File: config.mk
export PLATFORM = sky130hd
export DESIGN_NAME = rgb_fade_sequencer
export DESIGN_NICKNAME = d
export VERILOG_FILES = /design/src/rtl/rgb_fade_sequencer.sv
export SDC_FILE = /design/constraint.sdc
export NUM_CORES = 1
export LEC_CHECK = 0
export CORE_MARGIN = 2
export CORE_UTILIZATION = 55
export DETAILED_ROUTE_END_ITERATION = 16
export GPL_TIMING_DRIVEN = 1
export PLACE_DENSITY = 0.77
export SKIP_CTS_REPAIR_TIMING = 1
export SYNTH_ARGS = -nofsm -noshare
export SYNTH_HDL_FRONTEND = slang
export SYNTH_SLANG_ARGS = --single-unit
export TNS_END_PERCENT = 30
File: constraint.sdc
create_clock -name clk -period 3.1 [get_ports clk]
set_input_delay 0.465 -clock clk [delete_from_list [all_inputs] [get_ports clk]]
set_output_delay 0.465 -clock clk [all_outputs]
set_load 0.02 [all_outputs]
File: src/rtl/rgb_fade_sequencer.sv
// rgb_fade_sequencer: walks an RGB LED around a 6-segment colour wheel.
// Only one channel ramps in each segment. The other two hold their level.
// A single free-running PWM counter drives all three LED outputs.
//
// state | meaning
// ------+-----------------------------------------
// S0    | green ramps 0->FULL, red=FULL, blue=0
// S1    | red ramps FULL->0, green=FULL, blue=0
// S2    | blue ramps 0->FULL, green=FULL, red=0
// S3    | green ramps FULL->0, blue=FULL, red=0
// S4    | red ramps 0->FULL, blue=FULL, green=0
// S5    | blue ramps FULL->0, red=FULL, green=0
module rgb_fade_sequencer #(
    parameter int STEP_INTERVAL = 12000,
    parameter int STEPS_PER_SEG = 200,
    parameter int PWM_INTERVAL  = 1200,
    parameter int STEP_VAL      = PWM_INTERVAL / STEPS_PER_SEG,
    localparam int FULL         = STEP_VAL * STEPS_PER_SEG,
    localparam int LVL_W        = $clog2(PWM_INTERVAL + 1)
) (
    input  logic             clk,
    input  logic             rst_n,
    input  logic             enable,
    output logic [LVL_W-1:0] red_level,
    output logic [LVL_W-1:0] green_level,
    output logic [LVL_W-1:0] blue_level,
    output logic [2:0]       seg_idx,
    output logic             seg_done,
    output logic             red_out,
    output logic             green_out,
    output logic             blue_out
);

    localparam int TICK_W = $clog2(STEP_INTERVAL + 1);
    localparam int STEP_W = $clog2(STEPS_PER_SEG + 1);

    typedef enum logic [2:0] {S0, S1, S2, S3, S4, S5} seg_t;

    seg_t              r_seg, w_seg_nxt;
    logic [LVL_W-1:0]  r_red, r_green, r_blue;
    logic [LVL_W-1:0]  w_red_nxt, w_green_nxt, w_blue_nxt;
    logic [TICK_W-1:0] r_tick;
    logic [STEP_W-1:0] r_step;
    logic [LVL_W-1:0]  r_pwm_cnt;
    logic              r_seg_done;
    logic              r_red_out, r_green_out, r_blue_out;
    logic              w_step;
    logic              w_last;

    assign w_step = enable && (r_tick == TICK_W'(STEP_INTERVAL - 1));
    assign w_last = (r_step == STEP_W'(STEPS_PER_SEG - 1));

    // Saturate at FULL so a level can never wrap, and land exactly on FULL at segment end.
    function automatic logic [LVL_W-1:0] ramp_up(input logic [LVL_W-1:0] lvl, input logic last);
        if (last || (lvl >= LVL_W'(FULL - STEP_VAL)))
            return LVL_W'(FULL);
        return lvl + LVL_W'(STEP_VAL);
    endfunction

    // Saturate at 0 so a level can never wrap, and land exactly on 0 at segment end.
    function automatic logic [LVL_W-1:0] ramp_dn(input logic [LVL_W-1:0] lvl, input logic last);
        if (last || (lvl <= LVL_W'(STEP_VAL)))
            return '0;
        return lvl - LVL_W'(STEP_VAL);
    endfunction

    // Next segment and next levels. Only the ramping channel of the current segment moves.
    always_comb begin
        w_seg_nxt   = r_seg;
        w_red_nxt   = r_red;
        w_green_nxt = r_green;
        w_blue_nxt  = r_blue;
        if (w_step) begin
            case (r_seg)
                S0: w_green_nxt = ramp_up(r_green, w_last);
                S1: w_red_nxt   = ramp_dn(r_red,   w_last);
                S2: w_blue_nxt  = ramp_up(r_blue,  w_last);
                S3: w_green_nxt = ramp_dn(r_green, w_last);
                S4: w_red_nxt   = ramp_up(r_red,   w_last);
                S5: w_blue_nxt  = ramp_dn(r_blue,  w_last);
                default: ;
            endcase
            if (w_last) begin
                case (r_seg)
                    S0: w_seg_nxt = S1;
                    S1: w_seg_nxt = S2;
                    S2: w_seg_nxt = S3;
                    S3: w_seg_nxt = S4;
                    S4: w_seg_nxt = S5;
                    default: w_seg_nxt = S0;
                endcase
            end
        end
    end

    // Segment state, levels and the segment-advance pulse.
    always_ff @(posedge clk) begin
        if (!rst_n) begin
            r_seg      <= S0;
            r_red      <= LVL_W'(FULL);
            r_green    <= '0;
            r_blue     <= '0;
            r_seg_done <= 1'b0;
        end else begin
            r_seg      <= w_seg_nxt;
            r_red      <= w_red_nxt;
            r_green    <= w_green_nxt;
            r_blue     <= w_blue_nxt;
            r_seg_done <= w_step && w_last;
        end
    end

    // Step timer and per-segment step counter. Both hold while enable is low.
    always_ff @(posedge clk) begin
        if (!rst_n) begin
            r_tick <= '0;
            r_step <= '0;
        end else if (enable) begin
            if (w_step) begin
                r_tick <= '0;
                r_step <= w_last ? '0 : r_step + 1'b1;
            end else begin
                r_tick <= r_tick + 1'b1;
            end
        end
    end

    // PWM keeps running when enable is low, so a frozen colour stays lit.
    // Each output is registered from the compare, which adds one cycle of latency.
    always_ff @(posedge clk) begin
        if (!rst_n) begin
            r_pwm_cnt   <= '0;
            r_red_out   <= 1'b0;
            r_green_out <= 1'b0;
            r_blue_out  <= 1'b0;
        end else begin
            r_pwm_cnt   <= (r_pwm_cnt == LVL_W'(PWM_INTERVAL - 1)) ? '0 : r_pwm_cnt + 1'b1;
            r_red_out   <= r_pwm_cnt < r_red;
            r_green_out <= r_pwm_cnt < r_green;
            r_blue_out  <= r_pwm_cnt < r_blue;
        end
    end

    assign red_level   = r_red;
    assign green_level = r_green;
    assign blue_level  = r_blue;
    assign seg_idx     = r_seg;
    assign seg_done    = r_seg_done;
    assign red_out     = r_red_out;
    assign green_out   = r_green_out;
    assign blue_out    = r_blue_out;

endmodule

==> summary.md <==
| Metric | Value |
|---|---|
| # H-tree levels | 3 |
| Rows | 33 |
| WP depth | 6 |
| Mapped cell area | 4630 um^2 |
| Final Core Density | about two thirds |
| Run status | finished, final reports clean |
| Layout area overhead | 14.9% |
| Tot GR Track Use | between 20% and 30% |
| Total negative slack | 0 ns |
| Xor and xnor fraction of the mapped netlist area | roughly 9% |
| Critical path cell sequence | or4b_4, or4_4, or3_1, o21ai_1, o31ai_1, or3_1 |
| Kind of critical path | register to register |
| Worst setup EP type | register |
| Pin count of the biggest net entering global routing | 26 |
| Hold violation count in the final report | 0 |
| Largest family of logic cells by synthesized area | simple AND/OR/NAND/NOR gates |
| Clk slew on worst S/H paths | 0.08 ns |
| Least-Margin Pin Slew | ~0.7 ns |
| Crit path largest cell delay | between 0.5 and 0.6 ns |
| Period Utilization, post-route | 86.9% |
| Sink Count | 70 |
| Seq cells post-synth | 70 |
| Pre-antenna DRT Iters | 6 |
| Initial Util | 56.7% |
| Initial antenna violation count | 0 |
| Die outline width | 95.8 um |
| Placer Congestion | a little over 0.9 |
| Startpoint types | register |
| Setup violators final | 0 |
| Fraction of the mapped netlist area in adder cells | 10.5% |
| Synth Area in Compound Gates | just over 20% |
| Clk buf depth | 2 |
| Final worst path period need | around 2.7 ns |
| Layout cells sized above 1 | 6.27% |
| HP Class | register to register |
| CTS tree | yes |
| Die H | ~96 um |
| Yosys Warn Count | 0 |
| Post-synth cell types | 67 |
| Sequential share of the synthesized area | 30.2% |
| Hold depth | 1 |
| First-pass GRT wire length | 19800 um |
| Required time of the critical path | 3.34 ns |
| I/O Pins | 43 |
| Largest fanout on the critical path | 9 |
| DRC viols | 0 |
| Post-Synth Simple-Gate Area | 24.1% |
| Delay-heaviest family, CP | simple AND/OR/NAND/NOR gates |
| Via count | 4452 |
| Clock root buffer | clkbuf_8 |
| P_leak | 1.94 nW |
| Reg2reg start | r_tick[5] |
| Post-synth EDFFs | 0 |
| Post-synthesis mux area share | 0.729% |
| Max_slew headroom | around 52% |
| CP most frequent cell | or3_1 |
| Initial DRC Count | 311 |
| Die area | 9180 um^2 |
| RSZ-0062 raised after global routing | false |
| Hold Startpoint | r_pwm_cnt[0] |
| Synth async-reset ratio | 0% |
| Worst EP arrival | 2.93 ns |
| R2R Setup Slk | 0.41 ns |
| Nets | 659 |
| Avg Cell Area, Syn | 8.00 um^2 |
| Num CTS Buffers | 9 |
| Post-route ant nets | 0 |
| Aggregate routed wire length | 11900 um |
| Fmax | approximately 370 MHz |
| Post-Synthesis Cells | 579 |
| Cells after DPL | 711 |
| Cell Count, Final, Fillers Out | 727 |
| Slowest CP cell | or4b_4 |
| Setup Skew | 0.0122 ns |
| Core Area | 8180 um^2 |
| Worst-case reg-to-reg path depth | 6 |
| I/O Buffers | 39 |
| Vias in the first global route | 4192 |
| Post-DP HPWL | 8460 um |
| Avg Vias per Cell | ~6.1 |
| GRT overflow | 0 |
| ANT cells | 0 |
| Avg WL per Cell | around 16 um |
| VDD IR-drop max | 0.314 mV |
| Worst skew pair latency | between 0.3 and 0.4 ns |
| Hold endpoint | r_pwm_cnt[0] |
| Cell Pwr Density | roughly 330 nW/um^2 |
| Slew Limit Fails | 0 |
| CP Buf/Inv Count | 0 |
| Top FF cell, synth | dfxtp_1 |
| Max cap viols | 0 |
| R2R Path End | red_level[5] |
[report_power, final]
group          switching (W)  total (W)  internal [W]
clock network       0.000377   0.000750      0.000372
registers         0.00000800   0.000915      0.000907
logic              0.0000460  0.0000802     0.0000342
[sequential cells by signal, summed over array words and instances (netlist names)]
name and count:
green_level 10, red_level 10, r_pwm_cnt 11, r_tick 14, blue_out 1, green_out 1
blue_level 10, seg_idx 3, red_out 1, seg_done 1, r_step 8
[Yosys cell counts, types with 4 or more instances]
cell | instances | share of area, %
a211oi_1 | 5 | 0.81
o21ai_0 | 42 | 4.5
ha_1 | 39 | 11
o21a_1 | 14 | 2.3
and3_1 | 7 | 0.94
nand2_1 | 42 | 3.4
nor2_1 | 61 | 4.9
a21oi_1 | 26 | 2.8
nor4_1 | 12 | 1.6
o211ai_1 | 7 | 1.1
a311oi_1 | 4 | 0.76
nand4_1 | 9 | 1.2
a2111oi_0 | 4 | 0.76
clkbuf_1 | 18 | 1.5
inv_1 | 33 | 2.7
nor3_1 | 28 | 3.0
dfxtp_1 | 70 | 30
xor2_1 | 20 | 3.8
o32ai_1 | 4 | 0.76
or3_1 | 8 | 1.1
nand2b_1 | 6 | 0.81
xnor2_1 | 27 | 5.1
nand3_1 | 23 | 2.5
[per-layer routing]
metal / up-vias / wire [um] / share of wire, % / global-route usage, %
li1: 2175 / - / - / -
met1: 2071 / 5390 / 45 / 35.6
met2: 184 / 5580 / 47 / 45.0
met3: 22 / 801 / 6.7 / 5.95
met4: 0 / 175 / 1.5 / 7.98
met5: - / 0 / 0 / 0
[kinds of logic after synthesis]
kind of cell / after synthesis
AND/OR/NAND/NOR: 220
AO/OA/AOI/OAI: 142
flip-flops: 70
buffers and inverters: 58
XOR/XNOR: 47
adder cells (fa/ha/maj): 39
multiplexers: 2
other: 1
[cell type report]
class | count | area [um^2]
sequential | 70 | 1400
timing repair buffer | 50 | 473
inverter | 33 | 124
clock buffer | 9 | 124
multi-input combinational | 453 | 3000
fill | 710 | 2850
clock inverter | 7 | 75.1
tap | 105 | 131
[metrics by stage]
stage	hold slack [ns]	total power (W)	instance area (um^2)	setup WS, ns
2_1_floorplan	0.413	0.000990	4640	0.571
3_3_place_gp	0.427	0.00101	5120	0.228
3_5_place_dp	0.433	0.00102	5120	0.147
4_1_cts	0.445	0.00176	5320	0.451
5_1_grt	0.450	0.00181	5320	0.236
6_report	0.449	0.00174	5320	0.406
[cells in the final DEF, fill, tap and decap left out, drive strengths merged, types with 7 or more instances in the layout]
| cell | count |
|---|---|
| dfxtp | 70 |
| nor2 | 61 |
| o21ai | 45 |
| nand2 | 42 |
| ha | 39 |
| clkdlybuf4s50 | 39 |
| inv | 33 |
| nor3 | 30 |
| xnor2 | 27 |
| a21oi | 26 |
| nand3 | 23 |
| xor2 | 20 |
| o21a | 14 |
| nor4 | 13 |
| buf | 11 |
| nand4 | 9 |
| clkbuf | 9 |
| or3 | 8 |
| and3 | 7 |
| o211ai | 7 |
[worst max path at each step]
stage	start	to	slack (ns)
after floorplan	r_tick[5]	red_level[5]	0.57
after global placement	enable	red_level[5]	0.23
after detailed placement	enable	red_level[5]	0.15
after CTS	r_tick[5]	red_level[5]	0.45
after global routing	blue_level[1]	blue_level[9]	0.24
final	r_tick[5]	red_level[5]	0.41
Note: power is estimated with default switching activity, not from simulation.
